===== src/rtl/gcm_ctrl.sv =====
// gcm_ctrl: sequencer for one AES-GCM message. Derives H and E(K,J0), steps the
// GCTR and GHASH engines block by block, hashes the length block and emits the
// tag. Owns the single AES core and lends it to GCTR outside the key-setup states.
module gcm_ctrl #(
   parameter int CNT_W = 32
) (
   input  logic               clk,
   input  logic               reset_n,
   input  logic               start,
   input  logic [95:0]        iv,
   input  logic               dec,
   input  logic               no_data,
   input  logic               in_valid,
   output logic               in_ready,
   input  logic [127:0]       in_blk,
   input  logic               in_is_aad,
   input  logic               in_last,
   output logic               out_valid,
   input  logic               out_ready,
   output logic [127:0]       out_blk,
   output logic [127:0]       tag,
   output logic               done,
   output logic               error,
   output logic               busy,
   output logic               gctr_en,
   output logic [127:0]       gctr_icb,
   output logic [127:0]       gctr_data_blk,
   input  logic [127:0]       gctr_out_blk,
   input  logic               gctr_done,
   input  logic [127:0]       gctr_aes_in_blk,
   input  logic               gctr_aes_start,
   output logic [127:0]       gctr_aes_out_blk,
   output logic               gctr_aes_done,
   output logic [127:0]       aes_in_blk,
   output logic               aes_start,
   input  logic [127:0]       aes_out_blk,
   input  logic               aes_done,
   output logic               ghash_en,
   output logic [127:0]       ghash_g_prev,
   output logic [127:0]       ghash_data_blk,
   output logic [127:0]       ghash_subkey_H,
   input  logic [127:0]       ghash_result,
   input  logic               ghash_done
);

   typedef enum logic [3:0] {
      S_IDLE, S_H_GEN, S_J0_ENC, S_WAIT_IN, S_AAD_HASH,
      S_CTR, S_OUT_HASH, S_LEN_HASH, S_FINISH
   } state_e;

   // Counter block increment: only the low 32 bits count, wrapping without carry.
   function automatic logic [127:0] inc32(input logic [127:0] x);
      return {x[127:32], x[31:0] + 32'd1};
   endfunction

   state_e             state_q, state_d;
   logic               first_q, first_d;     // high on the first cycle of each state
   logic [95:0]        iv_q, iv_d;
   logic               dec_q, dec_d;
   logic               no_data_q, no_data_d;
   logic [127:0]       h_q, h_d;
   logic [127:0]       ej0_q, ej0_d;
   logic [127:0]       icb_q, icb_d;
   logic [127:0]       s_q, s_d;
   logic [CNT_W-1:0]   aad_cnt_q, aad_cnt_d;
   logic [CNT_W-1:0]   pay_cnt_q, pay_cnt_d;
   logic               pay_seen_q, pay_seen_d;
   logic [127:0]       blk_q, blk_d;
   logic               last_q, last_d;
   logic [127:0]       out_blk_q, out_blk_d;
   logic               out_ack_q, out_ack_d;
   logic               gh_ack_q, gh_ack_d;
   logic [127:0]       tag_q, tag_d;
   logic               done_q, done_d;

   logic               own_aes;
   logic               aes_req;
   logic [127:0]       aes_req_blk;
   logic               out_hs;
   logic [63:0]        aad_bits, pay_bits;
   logic [127:0]       j0;

   assign j0       = {iv_q, 32'h0000_0001};
   assign aad_bits = 64'(aad_cnt_q) << 7;
   assign pay_bits = 64'(pay_cnt_q) << 7;

   // Next-state and output decode.
   always_comb begin
      // NOTE: every variable gets a default before the case so no path infers a latch.
      state_d     = state_q;
      iv_d        = iv_q;
      dec_d       = dec_q;
      no_data_d   = no_data_q;
      h_d         = h_q;
      ej0_d       = ej0_q;
      icb_d       = icb_q;
      s_d         = s_q;
      aad_cnt_d   = aad_cnt_q;
      pay_cnt_d   = pay_cnt_q;
      pay_seen_d  = pay_seen_q;
      blk_d       = blk_q;
      last_d      = last_q;
      out_blk_d   = out_blk_q;
      out_ack_d   = out_ack_q;
      gh_ack_d    = gh_ack_q;
      tag_d       = tag_q;
      in_ready    = 1'b0;
      out_valid   = 1'b0;
      error       = 1'b0;
      aes_req     = 1'b0;
      aes_req_blk = '0;
      gctr_en     = 1'b0;
      ghash_en    = 1'b0;
      ghash_data_blk = '0;
      out_hs      = 1'b0;

      unique case (state_q)
         S_IDLE: begin
            if (start) begin
               iv_d       = iv;
               dec_d      = dec;
               no_data_d  = no_data;
               s_d        = '0;
               aad_cnt_d  = '0;
               pay_cnt_d  = '0;
               pay_seen_d = 1'b0;
               state_d    = S_H_GEN;
            end
         end
         S_H_GEN: begin
            aes_req = first_q;
            if (aes_done) begin
               h_d     = aes_out_blk;
               state_d = S_J0_ENC;
            end
         end
         S_J0_ENC: begin
            aes_req     = first_q;
            aes_req_blk = j0;
            if (aes_done) begin
               ej0_d   = aes_out_blk;
               icb_d   = inc32(j0);
               state_d = no_data_q ? S_LEN_HASH : S_WAIT_IN;
            end
         end
         S_WAIT_IN: begin
            in_ready = 1'b1;
            if (in_valid) begin
               // AAD after payload is a protocol violation: flag it and drop the block.
               if (in_is_aad && pay_seen_q) begin
                  error = 1'b1;
               end else begin
                  blk_d  = in_blk;
                  last_d = in_last;
                  if (in_is_aad) begin
                     aad_cnt_d = aad_cnt_q + CNT_W'(1);
                     state_d   = S_AAD_HASH;
                  end else begin
                     pay_cnt_d  = pay_cnt_q + CNT_W'(1);
                     pay_seen_d = 1'b1;
                     state_d    = S_CTR;
                  end
               end
            end
         end
         S_AAD_HASH: begin
            ghash_en       = first_q;
            ghash_data_blk = blk_q;
            if (ghash_done) begin
               s_d     = ghash_result;
               state_d = last_q ? S_LEN_HASH : S_WAIT_IN;
            end
         end
         S_CTR: begin
            gctr_en = first_q;
            if (gctr_done) begin
               out_blk_d = gctr_out_blk;
               icb_d     = inc32(icb_q);
               out_ack_d = 1'b0;
               gh_ack_d  = 1'b0;
               state_d   = S_OUT_HASH;
            end
         end
         S_OUT_HASH: begin
            // Output handshake and GHASH completion may arrive in either order.
            out_valid      = !out_ack_q;
            out_hs         = !out_ack_q && out_ready;
            ghash_en       = first_q;
            ghash_data_blk = dec_q ? blk_q : out_blk_q;
            out_ack_d      = out_ack_q || out_hs;
            gh_ack_d       = gh_ack_q || ghash_done;
            if (ghash_done) s_d = ghash_result;
            if (out_ack_d && gh_ack_d) state_d = last_q ? S_LEN_HASH : S_WAIT_IN;
         end
         S_LEN_HASH: begin
            ghash_en       = first_q;
            ghash_data_blk = {aad_bits, pay_bits};
            if (ghash_done) begin
               s_d     = ghash_result;
               state_d = S_FINISH;
            end
         end
         S_FINISH: begin
            tag_d   = s_q ^ ej0_q;
            state_d = S_IDLE;
         end
         default: state_d = S_IDLE;
      endcase

      done_d  = (state_q == S_FINISH);
      first_d = (state_d != state_q);
   end

   // State and datapath registers.
   always_ff @(posedge clk or negedge reset_n) begin
      // NOTE: datapath registers are cleared too, so an aborted message leaves no key material behind.
      if (!reset_n) begin
         state_q    <= S_IDLE;
         first_q    <= 1'b0;
         iv_q       <= '0;
         dec_q      <= 1'b0;
         no_data_q  <= 1'b0;
         h_q        <= '0;
         ej0_q      <= '0;
         icb_q      <= '0;
         s_q        <= '0;
         aad_cnt_q  <= '0;
         pay_cnt_q  <= '0;
         pay_seen_q <= 1'b0;
         blk_q      <= '0;
         last_q     <= 1'b0;
         out_blk_q  <= '0;
         out_ack_q  <= 1'b0;
         gh_ack_q   <= 1'b0;
         tag_q      <= '0;
         done_q     <= 1'b0;
      end else begin
         // NOTE: non-blocking assignments so every register samples pre-edge values.
         state_q    <= state_d;
         first_q    <= first_d;
         iv_q       <= iv_d;
         dec_q      <= dec_d;
         no_data_q  <= no_data_d;
         h_q        <= h_d;
         ej0_q      <= ej0_d;
         icb_q      <= icb_d;
         s_q        <= s_d;
         aad_cnt_q  <= aad_cnt_d;
         pay_cnt_q  <= pay_cnt_d;
         pay_seen_q <= pay_seen_d;
         blk_q      <= blk_d;
         last_q     <= last_d;
         out_blk_q  <= out_blk_d;
         out_ack_q  <= out_ack_d;
         gh_ack_q   <= gh_ack_d;
         tag_q      <= tag_d;
         done_q     <= done_d;
      end
   end

   // AES core sharing: the controller owns it only while deriving H and E(K,J0).
   assign own_aes          = (state_q == S_H_GEN) || (state_q == S_J0_ENC);
   assign aes_start        = own_aes ? aes_req : gctr_aes_start;
   assign aes_in_blk       = own_aes ? aes_req_blk : gctr_aes_in_blk;
   assign gctr_aes_done    = own_aes ? 1'b0 : aes_done;
   assign gctr_aes_out_blk = aes_out_blk;

   assign busy           = (state_q != S_IDLE);
   assign done           = done_q;
   assign tag            = tag_q;
   assign out_blk        = out_blk_q;
   assign gctr_icb       = icb_q;
   assign gctr_data_blk  = blk_q;
   assign ghash_g_prev   = s_q;
   assign ghash_subkey_H = h_q;

endmodule


===== config.mk =====
export PLATFORM = sky130hd
export DESIGN_NAME = gcm_ctrl
export DESIGN_NICKNAME = d
export VERILOG_FILES = /design/src/rtl/gcm_ctrl.sv
export SDC_FILE = /design/constraint.sdc
export NUM_CORES = 2
export LEC_CHECK = 0
export CAP_MARGIN = 20
export CORE_AREA = 4 4 733 735
export DETAILED_ROUTE_END_ITERATION = 10
export DIE_AREA = 0 0 737 739
export MAX_ROUTING_LAYER = met4
export PLACE_DENSITY = 0.3
export SYNTH_ARGS = -nofsm -noshare
export SYNTH_HDL_FRONTEND = slang
export SYNTH_SLANG_ARGS = --single-unit

===== constraint.sdc =====
create_clock -name clk -period 3.4 [get_ports clk]
set_clock_uncertainty 0.05 [all_clocks]
set_input_delay 0.68 -clock clk [delete_from_list [all_inputs] [get_ports clk]]
set_output_delay 0.68 -clock clk [all_outputs]
set_load 0.03 [all_outputs]

==> results.ini <==
[global_routing]
grt_overflow=0
antenna_found_initial=108
grt_max_degree=97
grt_pass1_vias=46258
grt_usage=0.140
grt_pass1_wl_um=495000

[synth]
synthMuxAreaShare=0.0648
yosys_warnings=0
ys_async_sr_fraction=1.00
netlist_area_um2=46100
synth_cells=4697
synth_edf_count=0
syn_nets=5449
synth_area_leaders=dfrtp_1, nand2_1, mux2_2, a22o_1, xnor2_1
synth_top_family_by_area=simple AND/OR/NAND/NOR gates
ys_types=57
synth-seq-cells=1068
ys.flop_type=dfrtp_1
synth-seq-area-share=0.579
netlist.area_leader.share=0.579
synth-adder-area-share=0.000814
yosys.area.top_type=dfrtp_1
synth_compound_area_frac=0.0887
synth-simple-area-share=0.182
syn_avg_cell_area_um2=9.82
synth-xor-area-share=0.0328

[route]
dr.pass1.iters=7
ant_nets=0
vias_per_cell=3.18
drtIter0Drc=2914
vias=44270
drcViolationCount=0
wirelength_um=392000
routedWlPerCell_um=28.2

[pwr]
vdd_drop_max_uv=482
powerDensity_nw_per_um2=1090
leakagePower_nw=35.3

[finish]
final_area_um2=83700
nets=7467
finalNonFillerCells=13907
num-fill-cells=59634
drive_above_1_share=0.182
areaGrowthSynthToFinish_pct=81.4

[place]
portBuffers=1909
placed_area_um2=75300
gp_congestion=0.888
dp_cells=13443
dp_slack_ps=59.9
place_hpwl_um=313000

[cts]
cts_tree=done
cts_buffers=159
clock_sinks=1068
insertion_delay_ps=830
clockRootBuffer=clkbuf_16
htree_levels=4
path_clk_slew_ps=60
clockBufferDepth=4

[worst_setup_path]
worstSetupEndpointType=primary output
cp_data_required_time_ps=2670
critPathKind=reg2out
cp_data_arrival_time_ps=2870
start_kind=flip-flop
worstPathMaxFanout=6

[die]
initial_utilization=0.0868
io-pin-count=1910
die_w_um=737
rows=268
die-area_um2=545000
core-area_um2=531000
die_h_um=739

[sta]
worst_pin_slew_ps=901
rsz0062_at_grt=yes
fin_ws_ps=-202
fin_crit_sh=1.06
timing.fmax_mhz=278
layout_min_cycle_time_ps=3600
hold_viol=0
setup_viol=160
slew_headroom=0.397
drv_slew=0

[flow_run]
drv_cap=0

[worst_hold_path]
min_path_type=in2reg

[run_status]
status=finished, violations left
failed_checks=negative setup slack

[report_power, final]
part           internal, W  total, W  switching, W  leakage [nW]
Clock              0.00997    0.0170       0.00698          2.49
Combinational       0.0191    0.0483        0.0293          19.2
Sequential          0.0183    0.0256       0.00726          13.6
[placed cells by master, fill, tap and decap left out, types with 16 or more instances in the layout]
cell	count
diode_2	66
a21oi_1	164
nand4_1	41
a222oi_1	64
clkdlybuf4s50_1	1610
inv_1	61
mux2_2	260
clkbuf_8	26
buf_6	177
buf_12	173
xor2_1	31
clkbuf_16	188
buf_4	240
nor2_1	193
nor3_1	16
a22o_4	28
dfrtp_1	1064
and2_1	33
nand3_1	37
clkbuf_1	38
buf_16	28
nand2_1	1664
a22o_1	134
o21ai_0	163
xnor2_1	142
[area by class of cell]
cell class / count / area (µm²) / area share
repair buffers: 2275 / 25100 / 0.299
clock buffers: 225 / 4530 / 0.0541
inverters: 73 / 289 / 0.00345
well taps: 7020 / 8780 / 0.105
flip-flops and latches: 1068 / 26700 / 0.320
clock inverters: 42 / 611 / 0.00730
multi-input cells: 3138 / 17500 / 0.209
diodes: 66 / 165 / 0.00197
[synthesized netlist by cell type (all sizes together) (13+ instances only)]
cell type  instances
a21oi            165
a222oi            64
a22o             162
a31oi             13
and2              43
and3              17
buf              172
clkbuf           246
dfrtp           1068
inv               73
mux2             260
nand2           1667
nand3             42
nand4             41
nor2             199
nor3              18
o21ai            175
or3               14
xnor2            142
xor2              31
[path summary, 6_finish.rpt]
path,start,to,slack (ps),depth (start not counted)
setup / recovery,state_q[1],ghash_data_blk[77],-200,9
hold / removal,gctr_out_blk[83],out_blk[83],330,3
setup reg to reg,state_q[1],first_q,540,10
hold reg to reg,gctr_icb[107],gctr_icb[107],420,2
max in group asynchronous,reset_n,gctr_data_blk[111],1680,3
min in group asynchronous,reset_n,iv_q[46],480,2
[routing by layer]
metal / GRT usage / wire, µm / vias up
met5: - / 0 / -
met4: 0.0220 / 7380 / 0
met3: 0.0383 / 29000 / 303
met2: 0.250 / 201000 / 1852
met1: 0.157 / 155000 / 22448
li1: - / - / 19667
[per-stage QoR]
step | setup TNS (ps) | hold slack [ps] | total power [W] | utilization
floorplan | 0 | 334 | 0.0434 | -
global placement | 0 | 410 | 0.0717 | 0.142
detailed placement | 0 | 411 | 0.0717 | 0.142
CTS | -49910 | 184 | 0.0912 | 0.154
global route | -40870 | 245 | 0.0957 | 0.157
finish | -11350 | 330 | 0.0909 | 0.158
[kinds of logic (layout without fill, tap and decap cells)]
| family | Yosys count | count (layout) |
|---|---|---|
| flops | 1068 | 1068 |
| buf+inv | 491 | 2615 |
| xor+xnor | 173 | 173 |
| other cells | 0 | 66 |
| fa+ha+maj | 3 | 3 |
| mux | 266 | 266 |
| compound gates | 608 | 608 |
| simple gates | 2088 | 2088 |
[critical path, cell delays in order, from the launching register on]
cell and delay, ps:
dfrtp_2 440, buf_12 130, buf_6 120, nand2_4 60
nor2_4 60, buf_12 150, a222oi_1 650, buf_4 250
inv_4 40, buf_12 130
[registers in the layout, summed over array words and instances (netlist names)]
name and flops:
gh_ack_q 1, ej0_q 128, gctr_icb 128, out_blk 128
dec_q 1, gctr_data_blk 128, aad_cnt_q 32, ghash_g_prev 128
pay_seen_q 1, pay_cnt_q 32, tag 128, state_q 4
done 1, ghash_subkey_H 128, no_data_q 1, out_ack_q 1
iv_q 96, first_q 1, last_q 1
[repair_timing]
| item | in CTS | in global routing |
|---|---|---|
| pin swaps | 35 | 69 |
| resized for setup | 614 | 404 |
| endpoints found under the setup margin | 261 | 249 |
| hold buffers | 1 | 0 |
| gates cloned | 19 | 35 |
| setup buffers | 48 | 37 |
| endpoints found under the hold margin | 30 | 0 |
Note: power is estimated with default switching activity, not from simulation.
